===== src/rtl/gpio_input_conditioner.sv =====
// Multi-channel GPIO input conditioner: optional inversion, two-flop synchroniser,
// counter-based debounce, edge pulses and sticky event flags with a combined interrupt.
module gpio_input_conditioner #(
    parameter int                NUM_CH          = 5,
    parameter int                DEBOUNCE_CYCLES = 500000,
    parameter logic [NUM_CH-1:0] INVERT          = '0
) (
    input  logic              clk,
    input  logic              rstn,
    input  logic [NUM_CH-1:0] i_raw,
    input  logic [NUM_CH-1:0] i_rise_en,
    input  logic [NUM_CH-1:0] i_fall_en,
    input  logic [NUM_CH-1:0] i_clr,
    output logic [NUM_CH-1:0] o_level,
    output logic [NUM_CH-1:0] o_rise,
    output logic [NUM_CH-1:0] o_fall,
    output logic [NUM_CH-1:0] o_event,
    output logic              o_irq
);

    localparam int            CW   = $clog2(DEBOUNCE_CYCLES + 1);
    localparam logic [CW-1:0] TERM = CW'(DEBOUNCE_CYCLES - 1);

    logic [NUM_CH-1:0] r_sync1;
    logic [NUM_CH-1:0] r_sync2;
    logic [NUM_CH-1:0] r_stable;
    logic [NUM_CH-1:0] r_rise;
    logic [NUM_CH-1:0] r_fall;
    logic [NUM_CH-1:0] r_event;
    logic [CW-1:0]     r_cnt [NUM_CH];

    logic [NUM_CH-1:0] w_diff;
    logic [NUM_CH-1:0] w_accept;
    logic [NUM_CH-1:0] w_set;

    // A channel is accepted on the edge its counter has already seen
    // DEBOUNCE_CYCLES-1 consecutive differing cycles and the input still differs.
    always_comb begin
        w_diff   = r_sync2 ^ r_stable;
        w_accept = '0;
        for (int n = 0; n < NUM_CH; n++) begin
            w_accept[n] = w_diff[n] && (r_cnt[n] == TERM);
        end
        w_set = (r_rise & i_rise_en) | (r_fall & i_fall_en);
    end

    always_ff @(posedge clk) begin
        if (!rstn) begin
            r_sync1  <= '0;
            r_sync2  <= '0;
            r_stable <= '0;
            r_rise   <= '0;
            r_fall   <= '0;
            r_event  <= '0;
            for (int n = 0; n < NUM_CH; n++) begin
                r_cnt[n] <= '0;
            end
        end else begin
            r_sync1 <= i_raw ^ INVERT;
            r_sync2 <= r_sync1;
            for (int n = 0; n < NUM_CH; n++) begin
                if (!w_diff[n] || w_accept[n]) begin
                    r_cnt[n] <= '0;
                end else begin
                    r_cnt[n] <= r_cnt[n] + CW'(1);
                end
                if (w_accept[n]) begin
                    r_stable[n] <= r_sync2[n];
                end
            end
            r_rise  <= w_accept & r_sync2;
            r_fall  <= w_accept & ~r_sync2;
            // Set has priority over the write-1-to-clear strobe.
            r_event <= w_set | (r_event & ~i_clr);
        end
    end

    assign o_level = r_stable;
    assign o_rise  = r_rise;
    assign o_fall  = r_fall;
    assign o_event = r_event;
    assign o_irq   = |r_event;

endmodule


===== config.mk =====
export PLATFORM = sky130hd
export DESIGN_NAME = gpio_input_conditioner
export DESIGN_NICKNAME = d
export VERILOG_FILES = /design/src/rtl/gpio_input_conditioner.sv
export SDC_FILE = /design/constraint.sdc
export NUM_CORES = 1
export LEC_CHECK = 0
export CORE_MARGIN = 1
export CORE_UTILIZATION = 40
export DETAILED_ROUTE_END_ITERATION = 10
export GPL_TIMING_DRIVEN = 1
export SLEW_MARGIN = 20
export SYNTH_ARGS = -nofsm -noshare
export SYNTH_HDL_FRONTEND = slang
export SYNTH_SLANG_ARGS = --single-unit
export TNS_END_PERCENT = 100

===== constraint.sdc =====
create_clock -name clk -period 3.6 [get_ports clk]
set_input_delay 0.54 -clock clk [delete_from_list [all_inputs] [get_ports clk]]
set_output_delay 0.54 -clock clk [all_outputs]
set_load 0.03 [all_outputs]

# Word level (Yosys, flattened, before mapping)
# Memories as Yosys holds them, arrays and structs flattened.
# Cells that the tools add are included.
word_totals:
  latch_bits: 0
  out_inout_bits: 21
  elab_cells: 98
  input_bits: 22
  n_memories: 1
  mem_bits_ro: 0
  reg_bits: 30
  mem_bits_rw: 95
classes:
  shifts: 0
  n_lt_le_gt_ge: 0
  n_mul: 0
  n_reduce_logical: 16
  bitwise: 20
  eq_ne: 5
  div: 0
  add_sub_neg: 5
  n_mux: 41
memory_table:
  columns: ["memory", "depth", "word_bits", "rd", "rd_ports_with_merged_regs", "write_ports", "line", "source"]
  rows:
  - ["r_cnt", 5, 19, 5, 0, 5, "30", "logic [CW-1:0] r_cnt [NUM_CH];"]
op_table:
  columns: ["operator", "n"]
  rows:
  - ["2-to-1 mux 19 bit", 10]
  - ["adder 19 x 1 -> 19 bit, second input constant", 5]
  - ["== test 19 bit, second input constant", 5]
  - ["2-to-1 mux 1 bit", 31]
  - ["AND 5 bit", 5]
  - ["NOT 5 bit", 2]
  - ["bitwise OR 1 bit", 10]
  - ["bitwise OR 5 bit", 2]
  - ["logical AND 1 bit", 5]
  - ["zero test 1 bit", 5]
  - ["logical OR 1 bit", 5]
  - ["OR reduction 5 bit", 1]
  - ["XOR 5 bit", 1]

# Longest topological paths before layout
# Gate-level depths: netlist (run 1).
logic_depth:
  word_depth: 8
  mapped_depth: 7
  mapped_depth_nobuf: 5

# Worst setup path before layout (run 1)
# Ideal clock, no wire load.
synth_timing:
  path_kind: "register to register"
  startpoint: "memory r_cnt[0][9] (netlist bit)"
  endpoint: "memory r_cnt[0][12] (netlist bit), data pin"
  required_ns: 3.346
  path_slack_ns: 1.428
  synth_period_minus_slack_ns: 2.172
  n_path_buf: 1
  t_arrival_ns: 1.918
  stages_incl_launch_ff: 6
  setup_time_ns: 0.254
  path_cell_list: "edfxtp_1 -> or4b_1 -> or4_4 -> o21bai_4 -> buf_4 -> nor2_1"
synth_lines:
  columns: ["item", "line"]
  rows:
  - ["start, declared", "30"]

==> impl_metrics.tcl, run 1 <==
set metrics [dict create \
    outcome "finished, final reports clean" \
    synthesized_area_sq_mm 0.00629 \
    worst-endpoint-required_ns 3.74 \
    ctsLongestPathBuffers 2 \
    path_cells "or4b_1, or4_4, o21bai_4, nor2_1" \
    yosys-mux-area-fraction 0 \
    drt-vias-per-instance 4.92 \
    clock_power_share 0.485 \
    cts-buffers-inserted 17 \
    p_leak_nw 2.73 \
    final_antenna_net_count 0 \
    hold-worst-slack_ns 0.430 \
    ctsResizeCount 0 \
    dr_total_vias 4728 \
    routability_congestion_estimate_from_global_placement 0.807 \
    clk_root_buffer_cell "sky130_fd_sc_hd__clkbuf_16" \
    crit_path_top_delay_cell "sky130_fd_sc_hd__or4_4" \
    syn_to_final_growth_pct 25.0 \
    initial_utilization 0.412 \
    clock_sinks 125 \
    worst_pin_slew_ns 0.723 \
    criticalPathCategory "reg -> reg" \
    arrival_ns 2.48 \
    setup-tns-final_ns 0 \
    cp_num_buf_inv 0 \
    antenna_cells_inserted 0 \
    yosys.area_share.adder 0.00994 \
    cts_max_level 4 \
    timing.final.crit_share 0.651 \
    detailed_place_hpwl_microns 8960 \
    synthesis.instances 599 \
    holdCritPathClass "reg -> reg" \
    timing.critical_path.slowest_cell_delay_ns 0.57 \
    startpoint_type "flop" \
    initialDrtViolationCount 258 \
    setup_violations 0 \
    max_cap_violations 0 \
    synthXorXnorAreaFrac 0.0960 \
    switchingPower_w 0.000697 \
    comb_power_share 0.038 \
    power.share.switching 0.200 \
    die_w_microns 127 \
    power.density_mw_per_mm2 443 \
    dpl_worst_slack_ns 1.06 \
    grt_overflow 0 \
    post_synth_and_or_nand_nor_area_fraction 0.259 \
    worst_slew_margin_rel 0.518 \
    dominantRegCellSynth "sky130_fd_sc_hd__edfxtp_1" \
    cts-hold-fix-buffers 0 \
    core-area_sq_mm 0.0153 \
    yosysSeqAreaShare 0.549 \
    n_fill_cell 1411 \
    design.die.area_sq_mm 0.0162 \
    most-common-layout-cells "sky130_fd_sc_hd__edfxtp_1 (95), sky130_fd_sc_hd__conb_1 (95), sky130_fd_sc_hd__nor2_1 (84)" \
    die_h_microns 127 \
    share_seq_of_total_power 0.478 \
    layout.area.seq_sq_mm 0.00345 \
    grtUsageTotal 0.164 \
    grt_max_degree 19 \
    crit_path_end_kind "flop" \
    multi_input_comb_area_sq_mm 0.00305 \
    clock-skew-final_ns 0.00529 \
    synth_compound_area_frac 0.0620 \
    internal_power_w 0.00278 \
    rsz_0062_raised_after_global_routing "no" \
    synth-seq-cells 125 \
    first_global_vias 4594 \
    synth.avg_cell_area_sq_um 10.5 \
    largest_fanout_on_the_critical_path 17 \
    grt_antenna_before_repair 0 \
    ir_worst_vdd_v 0.000311 \
    buffer_ports.inserted 42 \
    routed_wire_length_per_instance_microns 12.8 \
    floorplan.io_pins 43 \
    yosys_warnings 0 \
    clk_transition_reported_paths_ns 0.05 \
    hold_violations 0 \
    finish.utilization 0.516 \
    clock_latency_ns 0.41 \
    synth.lib_cells_used.distinct 42 \
    route.detailed.drc 0 \
    final_nets 764 \
    post_cts.repair.setup_buffers 0 \
    route.final.wire_length_microns 12300 \
    max_slew_violation_count 0 \
    drive_gt1_frac 0.0507 \
    layout_min_cycle_time_ns 2.34 \
    global_route_wire_length_before_repair_microns 20900 \
    placement_rows 45 \
    clock_tree_from_tritoncts "done" \
    synth_top_family_by_area "simple AND/OR/NAND/NOR gates" \
    first_pass_iters 4 \
    synth-edff-count 95 \
    postLayoutSetupSlackWorst_ns 1.26 \
    synth-async-reset-ratio 0 \
    max_freq_mhz 427 \
    path_delay_family "simple AND/OR/NAND/NOR gates" \
]
## power groups by stage
stage | Clock (W) | Sequential (W) | Combinational, W
2_1_floorplan | 0 | 0.00167 | 0.0000924
3_3_place_gp | 0 | 0.00169 | 0.000126
3_5_place_dp | 0 | 0.00169 | 0.000128
4_1_cts | 0.00173 | 0.00166 | 0.000130
5_1_grt | 0.00180 | 0.00167 | 0.000151
6_report | 0.00169 | 0.00166 | 0.000131
## sequential cells by signal, indices dropped and copies added (netlist names)
| name | count |
|---|---|
| o_fall | 5 |
| r_sync2 | 5 |
| r_cnt | 95 |
| r_sync1 | 5 |
| o_level | 5 |
| o_rise | 5 |
| o_event | 5 |
## through the flow
stage | instances | cell area (sq um) | total power [W]
after global routing | 961 | 7870 | 0.00362
after floorplan | 693 | 6650 | 0.00176
after CTS | 961 | 7860 | 0.00352
after detailed placement | 929 | 7280 | 0.00182
after global placement | 929 | 7270 | 0.00181
final | 961 | 7870 | 0.00348
## layout make-up
| class | count | area share |
|---|---|---|
| flip-flops and latches | 125 | 0.439 |
| multi-input cells | 530 | 0.388 |
| clock buffers | 24 | 0.0600 |
| repair buffers | 45 | 0.0563 |
| well taps | 211 | 0.0336 |
| clock inverters | 8 | 0.0146 |
| inverters | 18 | 0.00859 |
## routing by layer
layer | global-route usage | vias up | part of all wire
li1 | - | 2415 | -
met5 | 0 | - | 0
met2 | 0.280 | 60 | 0.49
met1 | 0.199 | 2244 | 0.47
met3 | 0.0498 | 9 | 0.032
met4 | 0.0483 | 0 | 0.0086
## cell usage after synthesis, types with 5 or more instances
cell type	instances	area (sq um)
sky130_fd_sc_hd__or3_1	13	81.3
sky130_fd_sc_hd__nor4b_1	8	70.1
sky130_fd_sc_hd__clkbuf_1	18	67.6
sky130_fd_sc_hd__o21ai_0	13	65.1
sky130_fd_sc_hd__nand3_1	37	185
sky130_fd_sc_hd__nor3_1	14	70.1
sky130_fd_sc_hd__and4_1	16	140
sky130_fd_sc_hd__a21oi_1	25	125
sky130_fd_sc_hd__nor2_1	84	315
sky130_fd_sc_hd__ha_1	5	62.6
sky130_fd_sc_hd__nand2_1	31	116
sky130_fd_sc_hd__inv_1	17	63.8
sky130_fd_sc_hd__edfxtp_1	95	2850
sky130_fd_sc_hd__xor2_1	44	385
sky130_fd_sc_hd__dfxtp_1	30	601
sky130_fd_sc_hd__a222oi_1	5	50.1
sky130_fd_sc_hd__o31ai_1	11	82.6
sky130_fd_sc_hd__and2_1	14	87.6
sky130_fd_sc_hd__nor4_1	14	87.6
sky130_fd_sc_hd__or4_1	11	82.6
sky130_fd_sc_hd__xnor2_1	25	219
sky130_fd_sc_hd__nand4_1	31	194
sky130_fd_sc_hd__and3_1	12	75.1
## path summary, 6_finish.rpt
kind                                   start                        end  slack, ns  cells after the start
setup reg to reg  r_cnt[0][14]$_SDFFCE_PN0P_  r_cnt[0][8]$_SDFFCE_PN0P_       1.26                      4
hold / removal         r_sync1[2]$_SDFF_PN0_      r_sync2[2]$_SDFF_PN0_       0.43                      1
hold reg to reg        r_sync1[2]$_SDFF_PN0_      r_sync2[2]$_SDFF_PN0_       0.43                      1
setup / recovery  r_cnt[0][14]$_SDFFCE_PN0P_  r_cnt[0][8]$_SDFFCE_PN0P_       1.26                      4
## kinds of logic after synthesis
family	after synthesis
simple gates	299
flops	125
xor+xnor	69
compound gates	62
buf+inv	38
fa+ha+maj	5
other cells	1
Power figures use the tool's default switching activity.
==> run 2, diff against run 1 <==
==> constraint.sdc (replaced) <==
create_clock -name clk -period 2.2 [get_ports clk]
set_input_delay 0.33 -clock clk [delete_from_list [all_inputs] [get_ports clk]]
set_output_delay 0.33 -clock clk [all_outputs]
set_load 0.03 [all_outputs]
==> impl_metrics.tcl, run 2 (synthesis results as in run 1) <==
set metrics [dict create \
    layout_min_cycle_time_ns 2.12 \
    design.die.area_sq_mm 0.0162 \
    top_register "r_cnt" \
    postLayoutSetupSlackWorst_ns 0.0788 \
    final_cells 982 \
    ctsLongestPathBuffers 2 \
    syn_to_final_growth_pct 29.0 \
    crit_path_top_delay_cell "sky130_fd_sc_hd__or4_4" \
    final_nets 785 \
    initial_utilization 0.412 \
    final_antenna_net_count 0 \
    holdCritPathClass "reg -> reg" \
    first_global_vias 4588 \
    grtUsageTotal 0.169 \
    worst-endpoint-required_ns 2.36 \
    antenna_cells_inserted 0 \
    post_cts.repair.setup_buffers 0 \
    clock_latency_ns 0.42 \
    drive_gt1_frac 0.0804 \
    largest_fanout_on_the_critical_path 17 \
    clock_tree_from_tritoncts "done" \
    worst_slew_margin_rel 0.593 \
    p_leak_nw 2.89 \
    detailed_place_hpwl_microns 9230 \
    grt_antenna_before_repair 0 \
    criticalPathCategory "reg -> reg" \
    timing.final.crit_share 0.964 \
    startpoint_type "flop" \
    cts-hold-fix-buffers 0 \
    crit_path_end_kind "flop" \
    clock_sinks 125 \
    hold_violations 0 \
    buffer_ports.inserted 42 \
    ir_worst_vdd_v 0.000547 \
    max_cap_violations 0 \
    grt_overflow 0 \
    drt-vias-per-instance 4.97 \
    first_pass_iters 4 \
    place.detailed.instances 950 \
    route.detailed.drc 0 \
    max_freq_mhz 471 \
    clk_transition_reported_paths_ns 0.06 \
    timing.critical_path.slowest_cell_delay_ns 0.57 \
    route.final.wire_length_microns 12700 \
    largest_reg_flops 95 \
    max_slew_violation_count 0 \
    floorplan.io_pins 43 \
    cts-buffers-inserted 17 \
    arrival_ns 2.28 \
    initialDrtViolationCount 294 \
    clock-skew-final_ns 0.00795 \
    ctsResizeCount 0 \
    global_route_wire_length_before_repair_microns 21500 \
    placement_rows 45 \
    die_w_microns 127 \
    core-area_sq_mm 0.0153 \
    power.density_mw_per_mm2 743 \
    die_h_microns 127 \
    routability_congestion_estimate_from_global_placement 0.854 \
    outcome "finished, final reports clean" \
    worst_pin_slew_ns 0.610 \
    rsz_0062_raised_after_global_routing "no" \
    cts_max_level 4 \
    grt_max_degree 19 \
    dpl_worst_slack_ns 0.0767 \
    path_cells "or4b_1, or4_4, o21bai_4, buf_12, a21oi_1" \
    n_fill_cell 1412 \
    most-common-layout-cells "sky130_fd_sc_hd__edfxtp_1 (95), sky130_fd_sc_hd__conb_1 (95), sky130_fd_sc_hd__nor2_1 (84)" \
    setup_violations 0 \
    dr_total_vias 4881 \
    routed_wire_length_per_instance_microns 13.0 \
    setup-tns-final_ns 0 \
    clk_root_buffer_cell "sky130_fd_sc_hd__clkbuf_16" \
]
==> run 2: changes by cell type in the layout (fill, tap and decap cells not counted) <==
cell	delta
sky130_fd_sc_hd__buf_12	+2
sky130_fd_sc_hd__clkbuf_1	-5
sky130_fd_sc_hd__clkbuf_16	+3
sky130_fd_sc_hd__o21ai_1	+2
sky130_fd_sc_hd__buf_4	+19
sky130_fd_sc_hd__clkinv_4	+1
sky130_fd_sc_hd__clkbuf_8	+1
sky130_fd_sc_hd__o21ai_2	-2
==> run 2: worst paths after layout <==
path | startpoint | endpoint | slack, ns | cells past startpoint
worst min register to register | r_sync1[2]$_SDFF_PN0_ | r_sync2[2]$_SDFF_PN0_ | 0.43 | 1
worst max-delay path | r_cnt[0][11]$_SDFFCE_PN0P_ | r_cnt[0][17]$_SDFFCE_PN0P_ | 0.08 | 5
worst max register to register | r_cnt[0][11]$_SDFFCE_PN0P_ | r_cnt[0][17]$_SDFFCE_PN0P_ | 0.08 | 5
worst min-delay path | r_sync1[2]$_SDFF_PN0_ | r_sync2[2]$_SDFF_PN0_ | 0.43 | 1
==> run 2: worst max-delay path, delay by kind of cell, from the launching register on <==
kind / cells / cell delay (ns)
simple gates: 2 / 1.11
flops: 1 / 0.38
buf+inv: 1 / 0.16
compound gates: 2 / 0.21
==> run 2: routing by layer <==
| metal | vias to the layer above | GRT usage | part of all wire |
|---|---|---|---|
| li1 | 2466 | - | - |
| met1 | 2328 | 0.228 | 0.50 |
| met2 | 72 | 0.260 | 0.45 |
| met3 | 15 | 0.0427 | 0.035 |
| met4 | 0 | 0.0672 | 0.014 |
| met5 | - | 0 | 0 |
==> run 2: area by class of cell <==
type,instances,area (sq um),share of cell area
multi-input cells,530,3050,0.375
repair buffers,66,626,0.0770
well taps,211,264,0.0325
clock buffers,23,542,0.0667
flip-flops and latches,125,3450,0.425
clock inverters,9,124,0.0153
inverters,18,67.6,0.00832
==> run 2: stage by stage <==
step	hold slack, ns	power, W	util	instance area [sq um]
after floorplan	0.412	0.00289	-	6650
after global placement	0.418	0.00299	0.489	7460
after detailed placement	0.424	0.00300	0.489	7460
after CTS	0.437	0.00610	0.532	8120
after global routing	0.449	0.00624	0.532	8120
final	0.434	0.00603	0.532	8120
==> run 2: where the power goes <==
part | leakage [nW] | switching, W | internal [W]
Combinational | 1.33 | 0.000125 | 0.000117
Clock | 0.334 | 0.00101 | 0.00207
Sequential | 1.22 | 0.0000897 | 0.00262
